File: config.mk
export PLATFORM = sky130hd
export DESIGN_NAME = iter_muldiv_unit
export DESIGN_NICKNAME = d
export VERILOG_FILES = /design/src/rtl/iter_muldiv_pkg.sv /design/src/rtl/iter_muldiv_ctrl.sv /design/src/rtl/iter_muldiv_unit.sv
export SDC_FILE = /design/constraint.sdc
export NUM_CORES = 1
export LEC_CHECK = 0
export ABC_AREA = 1
export ABC_CLOCK_PERIOD_IN_PS = 9550
export CORE_MARGIN = 2
export CORE_UTILIZATION = 60
export DETAILED_ROUTE_END_ITERATION = 12
export HOLD_SLACK_MARGIN = 0.12
export PLACE_DENSITY = 0.83
export SYNTH_ARGS = -nofsm -noshare
export SYNTH_HDL_FRONTEND = slang
export SYNTH_HIERARCHICAL = 1
export SYNTH_SLANG_ARGS = --single-unit
File: constraint.sdc
create_clock -name clk -period 9.55 [get_ports clk]
set_clock_uncertainty 0.1 [all_clocks]
set_input_delay 1.91 -clock clk [delete_from_list [all_inputs] [get_ports clk]]
set_output_delay 1.91 -clock clk [all_outputs]
set_load 0.02 [all_outputs]
File: src/rtl/iter_muldiv_pkg.sv
// rtl/iter_muldiv_pkg.sv - shared types and constants for the iterative mul/div engine
// Contents: state_t (IDLE, LOAD, RUN, DONE), op encodings OP_MUL/OP_DIV,
//           default WIDTH/CNT_WIDTH values.
package iter_muldiv_pkg;

  localparam int DEF_WIDTH     = 16;
  localparam int DEF_CNT_WIDTH = 8;

  localparam logic OP_MUL = 1'b0;
  localparam logic OP_DIV = 1'b1;

  typedef enum logic [1:0] {
    IDLE = 2'd0,
    LOAD = 2'd1,
    RUN  = 2'd2,
    DONE = 2'd3
  } state_t;

endpackage

File: src/rtl/iter_muldiv_ctrl.sv
// rtl/iter_muldiv_ctrl.sv - sequencing FSM, iteration counter and cap detect
// Ports:
//   clk, rst        clock, synchronous active-high reset
//   start           request, honoured only in IDLE
//   dbz_load        captured op is a divide by zero (evaluated in LOAD)
//   term            datapath loop-termination condition (evaluated in RUN)
//   state           current FSM state
//   cnt             iterations executed in the current op
//   busy, done      registered status (busy in LOAD/RUN, done pulse in DONE)
//   accept          start accepted this cycle
//   step            datapath performs one iteration this cycle
//   cap_stop        loop stopped by the iteration cap this cycle
//   finish          moving to DONE on this edge; datapath latches outputs
module iter_muldiv_ctrl
  import iter_muldiv_pkg::*;
#(
  parameter int CNT_WIDTH = DEF_CNT_WIDTH
) (
  input  logic                 clk,
  input  logic                 rst,
  input  logic                 start,
  input  logic                 dbz_load,
  input  logic                 term,
  output state_t               state,
  output logic [CNT_WIDTH-1:0] cnt,
  output logic                 busy,
  output logic                 done,
  output logic                 accept,
  output logic                 step,
  output logic                 cap_stop,
  output logic                 finish
);

  logic at_cap;

  assign at_cap   = (cnt == {CNT_WIDTH{1'b1}});
  assign accept   = (state == IDLE) && start;
  // Termination wins over the cap: a loop ending exactly at the cap is not an overflow.
  assign step     = (state == RUN) && !term && !at_cap;
  assign cap_stop = (state == RUN) && !term && at_cap;
  assign finish   = ((state == LOAD) && dbz_load) || ((state == RUN) && (term || at_cap));

  always_ff @(posedge clk) begin
    if (rst) begin
      state <= IDLE;
      cnt   <= '0;
      busy  <= 1'b0;
      done  <= 1'b0;
    end else begin
      done <= 1'b0;
      case (state)
        IDLE: begin
          if (start) begin
            state <= LOAD;
            busy  <= 1'b1;
            cnt   <= '0;
          end
        end
        LOAD: begin
          if (dbz_load) begin
            state <= DONE;
            busy  <= 1'b0;
            done  <= 1'b1;
          end else begin
            state <= RUN;
          end
        end
        RUN: begin
          if (term || at_cap) begin
            state <= DONE;
            busy  <= 1'b0;
            done  <= 1'b1;
          end else begin
            cnt <= cnt + 1'b1;
          end
        end
        DONE: begin
          state <= IDLE;
        end
        default: begin
          state <= IDLE;
        end
      endcase
    end
  end

endmodule

File: src/rtl/iter_muldiv_unit.sv
// rtl/iter_muldiv_unit.sv - iterative multiply (repeated add) / divide (repeated subtract) engine
// Optional feature macro: ITER_MULDIV_OPSWAP_EN (multiply loops over min(a,b)).
// Ports:
//   clk, rst     clock, synchronous active-high reset
//   start        request, sampled only in IDLE
//   op           0 = multiply, 1 = divide
//   a, b         multiplicand/dividend, multiplier/divisor
//   busy         high in LOAD and RUN
//   done         one-cycle pulse in DONE
//   result       product or quotient
//   remainder    divide remainder, 0 for multiply
//   iter_count   iterations of the last/current op (live while active)
//   ovf          product carry-out or iteration cap reached
//   dbz          divide by zero
module iter_muldiv_unit
  import iter_muldiv_pkg::*;
#(
  parameter int WIDTH     = DEF_WIDTH,
  parameter int CNT_WIDTH = DEF_CNT_WIDTH
) (
  input  logic                 clk,
  input  logic                 rst,
  input  logic                 start,
  input  logic                 op,
  input  logic [WIDTH-1:0]     a,
  input  logic [WIDTH-1:0]     b,
  output logic                 busy,
  output logic                 done,
  output logic [WIDTH-1:0]     result,
  output logic [WIDTH-1:0]     remainder,
  output logic [CNT_WIDTH-1:0] iter_count,
  output logic                 ovf,
  output logic                 dbz
);

  logic [WIDTH-1:0]     op_a;
  logic [WIDTH-1:0]     op_b;
  logic                 op_op;
  logic [WIDTH-1:0]     acc;   // product accumulator (mul) or quotient (div)
  logic [WIDTH-1:0]     rem;   // loop countdown (mul) or running remainder (div)
  logic [WIDTH:0]       mul_sum;
  logic [CNT_WIDTH-1:0] cnt;
  logic [CNT_WIDTH-1:0] iter_hold;
  state_t               state;
  logic                 accept;
  logic                 step;
  logic                 cap_stop;
  logic                 finish;
  logic                 term;
  logic                 dbz_load;

  assign mul_sum  = {1'b0, acc} + {1'b0, op_a};
  assign term     = (op_op == OP_MUL) ? (rem == '0) : (rem < op_b);
  assign dbz_load = (op_op == OP_DIV) && (op_b == '0);

  // Counter is shown live while an op is in flight, otherwise the last op's final count.
  assign iter_count = (state == IDLE) ? iter_hold : cnt;

  iter_muldiv_ctrl #(
    .CNT_WIDTH (CNT_WIDTH)
  ) u_ctrl (
    .clk      (clk),
    .rst      (rst),
    .start    (start),
    .dbz_load (dbz_load),
    .term     (term),
    .state    (state),
    .cnt      (cnt),
    .busy     (busy),
    .done     (done),
    .accept   (accept),
    .step     (step),
    .cap_stop (cap_stop),
    .finish   (finish)
  );

  always_ff @(posedge clk) begin
    if (rst) begin
      op_a      <= '0;
      op_b      <= '0;
      op_op     <= OP_MUL;
      acc       <= '0;
      rem       <= '0;
      result    <= '0;
      remainder <= '0;
      ovf       <= 1'b0;
      dbz       <= 1'b0;
      iter_hold <= '0;
    end else begin
      if (accept) begin
        op_a  <= a;
        op_b  <= b;
        op_op <= op;
        acc   <= '0;
        ovf   <= 1'b0;
        dbz   <= 1'b0;
      end

      if (state == LOAD) begin
        acc <= '0;
        if (op_op == OP_MUL) begin
`ifdef ITER_MULDIV_OPSWAP_EN
          // Count down the smaller operand and add the larger one.
          if (op_a < op_b) begin
            rem  <= op_a;
            op_a <= op_b;
          end else begin
            rem <= op_b;
          end
`else
          rem <= op_b;
`endif
        end else if (!dbz_load) begin
          rem <= op_a;
        end else begin
          dbz <= 1'b1;
        end
      end

      if (step) begin
        if (op_op == OP_MUL) begin
          acc <= mul_sum[WIDTH-1:0];
          rem <= rem - 1'b1;
          if (mul_sum[WIDTH]) begin
            ovf <= 1'b1;
          end
        end else begin
          acc <= acc + 1'b1;
          rem <= rem - op_b;
        end
      end

      if (cap_stop) begin
        ovf <= 1'b1;
      end

      if (finish) begin
        if (state == LOAD) begin
          result    <= '1;
          remainder <= op_a;
        end else begin
          result    <= acc;
          remainder <= (op_op == OP_MUL) ? '0 : rem;
        end
      end

      if (state == DONE) begin
        iter_hold <= cnt;
      end
    end
  end

endmodule

# Yosys cells after proc, flatten, opt, wreduce, memory -nomap -nowiden
# Cells that the tools add are included.
[word_totals]
register_bits = 119
input_bits = 36
out_inout_bits = 44
word_cells = 88
[classes]
n_addsub = 5
n_lt_le_gt_ge = 1
n_eq_ne = 9
mux = 37
n_reduce_logical = 22
[ops]
columns = ["operator", "count"]
rows = [
  ["16-bit 2-to-1 mux", 12],
  ["16-bit logical NOT", 2],
  ["8-bit 2-to-1 mux", 3],
  ["16-bit by 16-bit adder with 17-bit output", 1],
  ["16-bit by 1-bit adder with 16-bit output, second input constant", 1],
  ["16-bit less-than comparator", 1],
  ["1-bit 2-to-1 mux", 16],
  ["8-bit case mux with 2 select lines", 1],
  ["16-bit by 1-bit subtractor with 16-bit output, second input constant", 1],
  ["16-bit subtractor", 1],
  ["8-bit by 1-bit adder with 8-bit output, second input constant", 1],
  ["8-bit == test, second input constant", 1],
  ["2-bit case mux with 4 select lines", 1],
  ["1-bit logical AND", 7],
  ["2-bit != test, second input constant", 3],
  ["3-bit nonzero test", 2],
  ["2-bit == test, second input constant", 2],
  ["2-bit 2-to-1 mux", 2],
  ["2-bit AND reduction", 2],
  ["4-bit AND reduction", 1],
  ["2-bit nonzero test", 2],
  ["3-bit != test, second input constant", 1],
  ["1-bit case mux with 3 select lines", 1],
  ["3-bit AND reduction", 1],
  ["other kinds (6)", 8],
]

# Longest topological paths before layout
[depth]
ltp_word = 7
mapped_depth = 25
ltp_nobuf = 24

# By module
# The synthesis kept the hierarchy.
[modules_own_cells]
columns = ["mod", "n_inst", "cells_each", "area_each_um2", "seq_area_each_um2"]
rows = [
  ["iter_muldiv_unit", 1, 1096, 7153.1, 2142.1],
  ["iter_muldiv_ctrl", 1, 134, 848.3, 240.2],
]

# Least setup slack after synthesis
# OpenSTA, ideal clock, no wires.
[synth_path]
kind = "register to output"
from = "register u_ctrl.state[1]"
to = "output port iter_count[0]"
t_arrival_ns = 1.081
required_ns = 7.540
setup_slack_ns = 6.459
path_stages_with_launch = 3
path_buffers = 0
path_cell_list = "dfxtp_1 > nor2_2 > mux2_2"
[synth_between]
elab_chain_cells = 2
[synth_rtl]
columns = ["item", "line", "source"]
rows = [
  ["start: declaration", "iter_muldiv_ctrl.sv:24", "output state_t state,"],
  ["start signal: assignment", "iter_muldiv_ctrl.sv:45", "state <= IDLE;"],
  ["start signal: assignment", "iter_muldiv_ctrl.sv:54", "state <= LOAD;"],
  ["start signal: assignment", "iter_muldiv_ctrl.sv:61", "state <= DONE;"],
  ["2-bit logical NOT", "iter_muldiv_unit.sv:57", "assign iter_count = (state == IDLE) ? iter_hold : cnt;"],
  ["8-bit 2-to-1 mux", "iter_muldiv_unit.sv:57", ""],
  ["end: declaration", "iter_muldiv_unit.sv:31", "output logic [CNT_WIDTH-1:0] iter_count,"],
]
# Every way passes these cells.

# Worst setup path after layout
[layout_path]
from = "register rem[0]"
to = "register rem[2]"
[layout_between]
elab_chain_cells = 7
elab_cells_between_ends = 13
cone_classes = "add/sub (2); order compare (1); eq/ne (1); mux (3); reduce/logical (6)"
[layout_rtl]
columns = ["item", "line", "source"]
rows = [
  ["start: declaration", "iter_muldiv_unit.sv:40", "logic [WIDTH-1:0] rem;"],
  ["start signal: assignment", "iter_muldiv_unit.sv:111", "rem <= op_b;"],
  ["start signal: assignment", "iter_muldiv_unit.sv:114", "rem <= op_a;"],
  ["start signal: assignment", "iter_muldiv_unit.sv:123", "rem <= rem - 1'b1;"],
  ["16-bit less-than comparator or 16-bit logical NOT (tied branches)", "iter_muldiv_unit.sv:53", "assign term = (op_op == OP_MUL) ? (rem == '0) : (rem < op_b);"],
  ["1-bit 2-to-1 mux *", "iter_muldiv_unit.sv:53", ""],
  ["named net term", "iter_muldiv_unit.sv:49", "logic term;"],
  ["1-bit logical NOT *", "iter_muldiv_ctrl.sv:39", "assign step = (state == RUN) && !term && !at_cap;"],
  ["1-bit logical AND * (2 in a row)", "iter_muldiv_ctrl.sv:39", ""],
  ["named net step", "iter_muldiv_unit.sv:46", "logic step;"],
  ["3-bit != test (no line) or 2-bit nonzero test (tied branches)", "-", ""],
  ["2-bit AND reduction (no line)", "-", ""],
]
# The timed path passes the listed nets; every way through them passes the cells marked *.
# A chain may end at the register's enable or synchronous reset.

==> metrics <==
Syn Std Cell Area=8000 sq um; vias in the first global route=7981; Yosys top cell area share=29.8%; share of cells above drive strength 1=8.25%; PortBufs=79; Routed WL per cell=15.9 um; overall power=0.00321 W; Gates resized, CTS repair=0; antenna viol nets, final=0; Area contributors post-synth=dfxtp_1 30%, nand2_1 13%, inv_1 6.8%, ha_1 6.4%, a21oi_1 6.3%; Final Non-Filler Cells=1474; Lkg Pwr=4.29 nW; worst setup path class=reg -> reg; worst reg-to-reg setup slack=5.11 ns; R2R Path Start=rem[0]; CP Max Fanout=22; worst r2r dst=rem[2]; GRT Total Usage=33.9%; CP required=9.81 ns; Cells after Synth=1230; Final HPWL DP=16900 um; Peak Freq=225 MHz; FP Rows=42; worst-path cell chain=inv_2, ha_1, inv_1, fa_1, nand2_1, nand2_1, nand3_1, nand2_1, nand2_1, nand2_1, a21oi_1, o21ai_0, nand2_1, inv_1, nand3_1, inv_1, inv_2, nor2_4, inv_2, a21oi_1, o21ai_1, nand3_1, o21ai_1, a21oi_1; Worst Tran Pin Value=1.07 ns; drt drc=0; fin util=72.0%; first-pass GRT wire length=38600 um; Slew Limit Fails=0; synth cell count leaders=280 x nand2_1, 144 x inv_1, 119 x dfxtp_1, 114 x nor2_1, 100 x a21oi_1; largest net degree at the start of global routing=76; Initial Util=60.9%; CTS tree=done; area of the multi-input gates=4750 sq um; Final Hold Vio Count=0; Synth Register Bits=119; Iteration-0 DRC Markers=722; total congestion overflow=0; via count=8509; most frequent CP cell=nand2_1; hold crit path type=reg -> reg; Post-synth EDFFs=0; status=finished, final reports clean; Clk Latency, worst-skew pair=0.43 ns; Synth area leader=dfxtp_1; vias per cell=5.77; Hold-fix buffers, CTS=0; Sink Count=119; clock-pin slew on the worst setup and hold paths=0.06 ns; core area=13100 sq um; sequential cell area fraction in the yosys report=29.8%; critical path depth=24; final WL=23500 um; Tmin final=4.44 ns; synthesized area per cell=6.51 sq um; r2r worst-path depth=24; H-tree levels=4; Root Driver=clkbuf_16; worst vdd ir=158 uV; Slew headroom=28.0%; Post-synth top flop=dfxtp_1; full die area=14300 sq um; Syn Nets=1309; max-cap violations=0; Slowest Stage Delay on Critical Path=0.65 ns; FF/Latch Area=2380 sq um; initial antenna violation count=0; Crit. Startpoint=rem[0]; Die X=119 um; setup TNS=0 ns; WP data arrival=4.70 ns; die span in y=119 um; dpl cells=1440; count of final setup violators=0; TritonCTS buffer count=17; Yosys warning total=6; Worst setup SP type=flip-flop; setup slack after layout=5.11 ns; Worst path slowest cell=inv_1; fin crit share=46.5%; Layout Nets=1363; Placer Congestion=0.968; CP Capture Point=rem[2]; crit path buf inv count=6; DP Worst Slack=4.77 ns; Ports=80; Synth cell types=49; area grow syn2layout=18.2%; PwrDens=339 nW/um^2; Crit path max-delay family=buffers and inverters; Post-CTS Setup Repair Bufs=0; count leader, synth=nand2_1; ys async rst share=0%; TritonRoute pass-1 iters=6; Max Root-Sink Buffers=2; unrepaired setup endpoints after global routing=false; element type at the critical path end=flip-flop; fillers=1145
-- area by class of cell --
| type | count | share of cell area (%) |
|---|---|---|
| Clock buffer | 18 | 4.64 |
| Antenna cell | 1 | 0.0265 |
| Inverter | 167 | 6.63 |
| Tap cell | 176 | 2.33 |
| Multi-Input combinational cell | 895 | 50.2 |
| Sequential cell | 119 | 25.2 |
| Timing Repair Buffer | 84 | 8.89 |
| Clock inverter | 14 | 2.08 |
-- worst min-delay path by stage --
| stage | startpoint | end | cells after the start |
|---|---|---|---|
| 6_report | dbz | dbz | 2 |
| 5_1_grt | iter_hold[2] | iter_hold[2] | 2 |
| 4_1_cts | dbz | dbz | 2 |
| 3_5_place_dp | dbz | dbz | 2 |
| 3_3_place_gp | dbz | dbz | 2 |
| 2_1_floorplan | iter_hold[0] | iter_hold[0] | 2 |
-- sequential cells by signal (all words and copies together) (netlist names), 2 cells and up --
register,count
acc,16
op_a,16
op_b,16
rem,16
remainder,16
result,16
iter_hold,8
u_ctrl/cnt,8
u_ctrl/state,2
-- cells by family after synthesis --
| family | count (synthesis) | share of synthesized area [%] |
|---|---|---|
| AND/OR/NAND/NOR | 550 | 30.1 |
| AO/OA/AOI/OAI | 279 | 19.5 |
| buffers and inverters | 216 | 10.9 |
| flip-flops | 119 | 29.8 |
| adder cells (fa/ha/maj) | 43 | 6.91 |
| XOR/XNOR | 15 | 1.64 |
| multiplexers | 8 | 1.13 |
-- worst register-to-register path: stages, from the launching register on --
cell     delay, ns
dfxtp_1       0.41
inv_2         0.10
ha_1          0.19
inv_1         0.11
fa_1          0.23
nand2_1       0.07
nand2_1       0.09
nand3_1       0.09
nand2_1       0.11
nand2_1       0.08
nand2_1       0.09
a21oi_1       0.07
o21ai_0       0.14
nand2_1       0.13
inv_1         0.11
nand3_1       0.18
inv_1         0.65
inv_2         0.45
nor2_4        0.34
inv_2         0.12
a21oi_1       0.14
o21ai_1       0.08
nand3_1       0.07
o21ai_1       0.07
a21oi_1       0.14
-- power breakdown --
group | switching, W | total (W) | internal [W] | leakage, nW
clock | 0.000240 | 0.000685 | 0.000445 | 0.304
sequential | 0.000158 | 0.000780 | 0.000622 | 0.971
combinational | 0.00114 | 0.00174 | 0.000601 | 3.02
total | 0.00154 | 0.00321 | 0.00167 | 4.29
-- routing by layer --
metal / vias to the layer above / GRT usage, % / wire (um)
met2: 366 / 56.1 / 11100
li1: 4183 / - / -
met3: 78 / 6.13 / 1710
met5: - / 0 / 0
met4: 0 / 17.4 / 910
met1: 3882 / 42.0 / 9780
-- placed cells by master (no fill, tap or decap), drive strengths merged --
cell type,synthesis,routed
clkdlybuf4s50,0,79
nor3b,1,1
diode,0,1
nor3,14,14
bufinv,0,4
nand4,14,14
xor2,14,14
clkinvlp,0,3
o221ai,1,1
and3,2,2
inv,166,170
buf,22,5
a21oi,103,103
a211oi,1,1
o22ai,1,1
o211ai,20,20
o21a,1,1
a31oi,22,22
dfxtp,119,119
o21ai,114,114
mux2,8,8
nand3,93,93
o311ai,9,9
a22oi,1,1
ha,41,41
a32oi,2,2
clkbuf,27,18
nand3b,4,4
fa,2,2
or2,7,7
a21boi,2,2
nor2,125,125
clkinv,1,4
xnor2,1,1
nand2,290,290
a21o,2,2
-- stage by stage --
step / instance area, sq um / hold slack [ns]
floorplan: 8000 / 0.349
global placement: 8800 / 0.353
detailed placement: 8800 / 0.363
CTS: 9430 / 0.373
global route: 9450 / 0.406
finish: 9460 / 0.374
No activity file was read; power rests on OpenSTA's default activity.
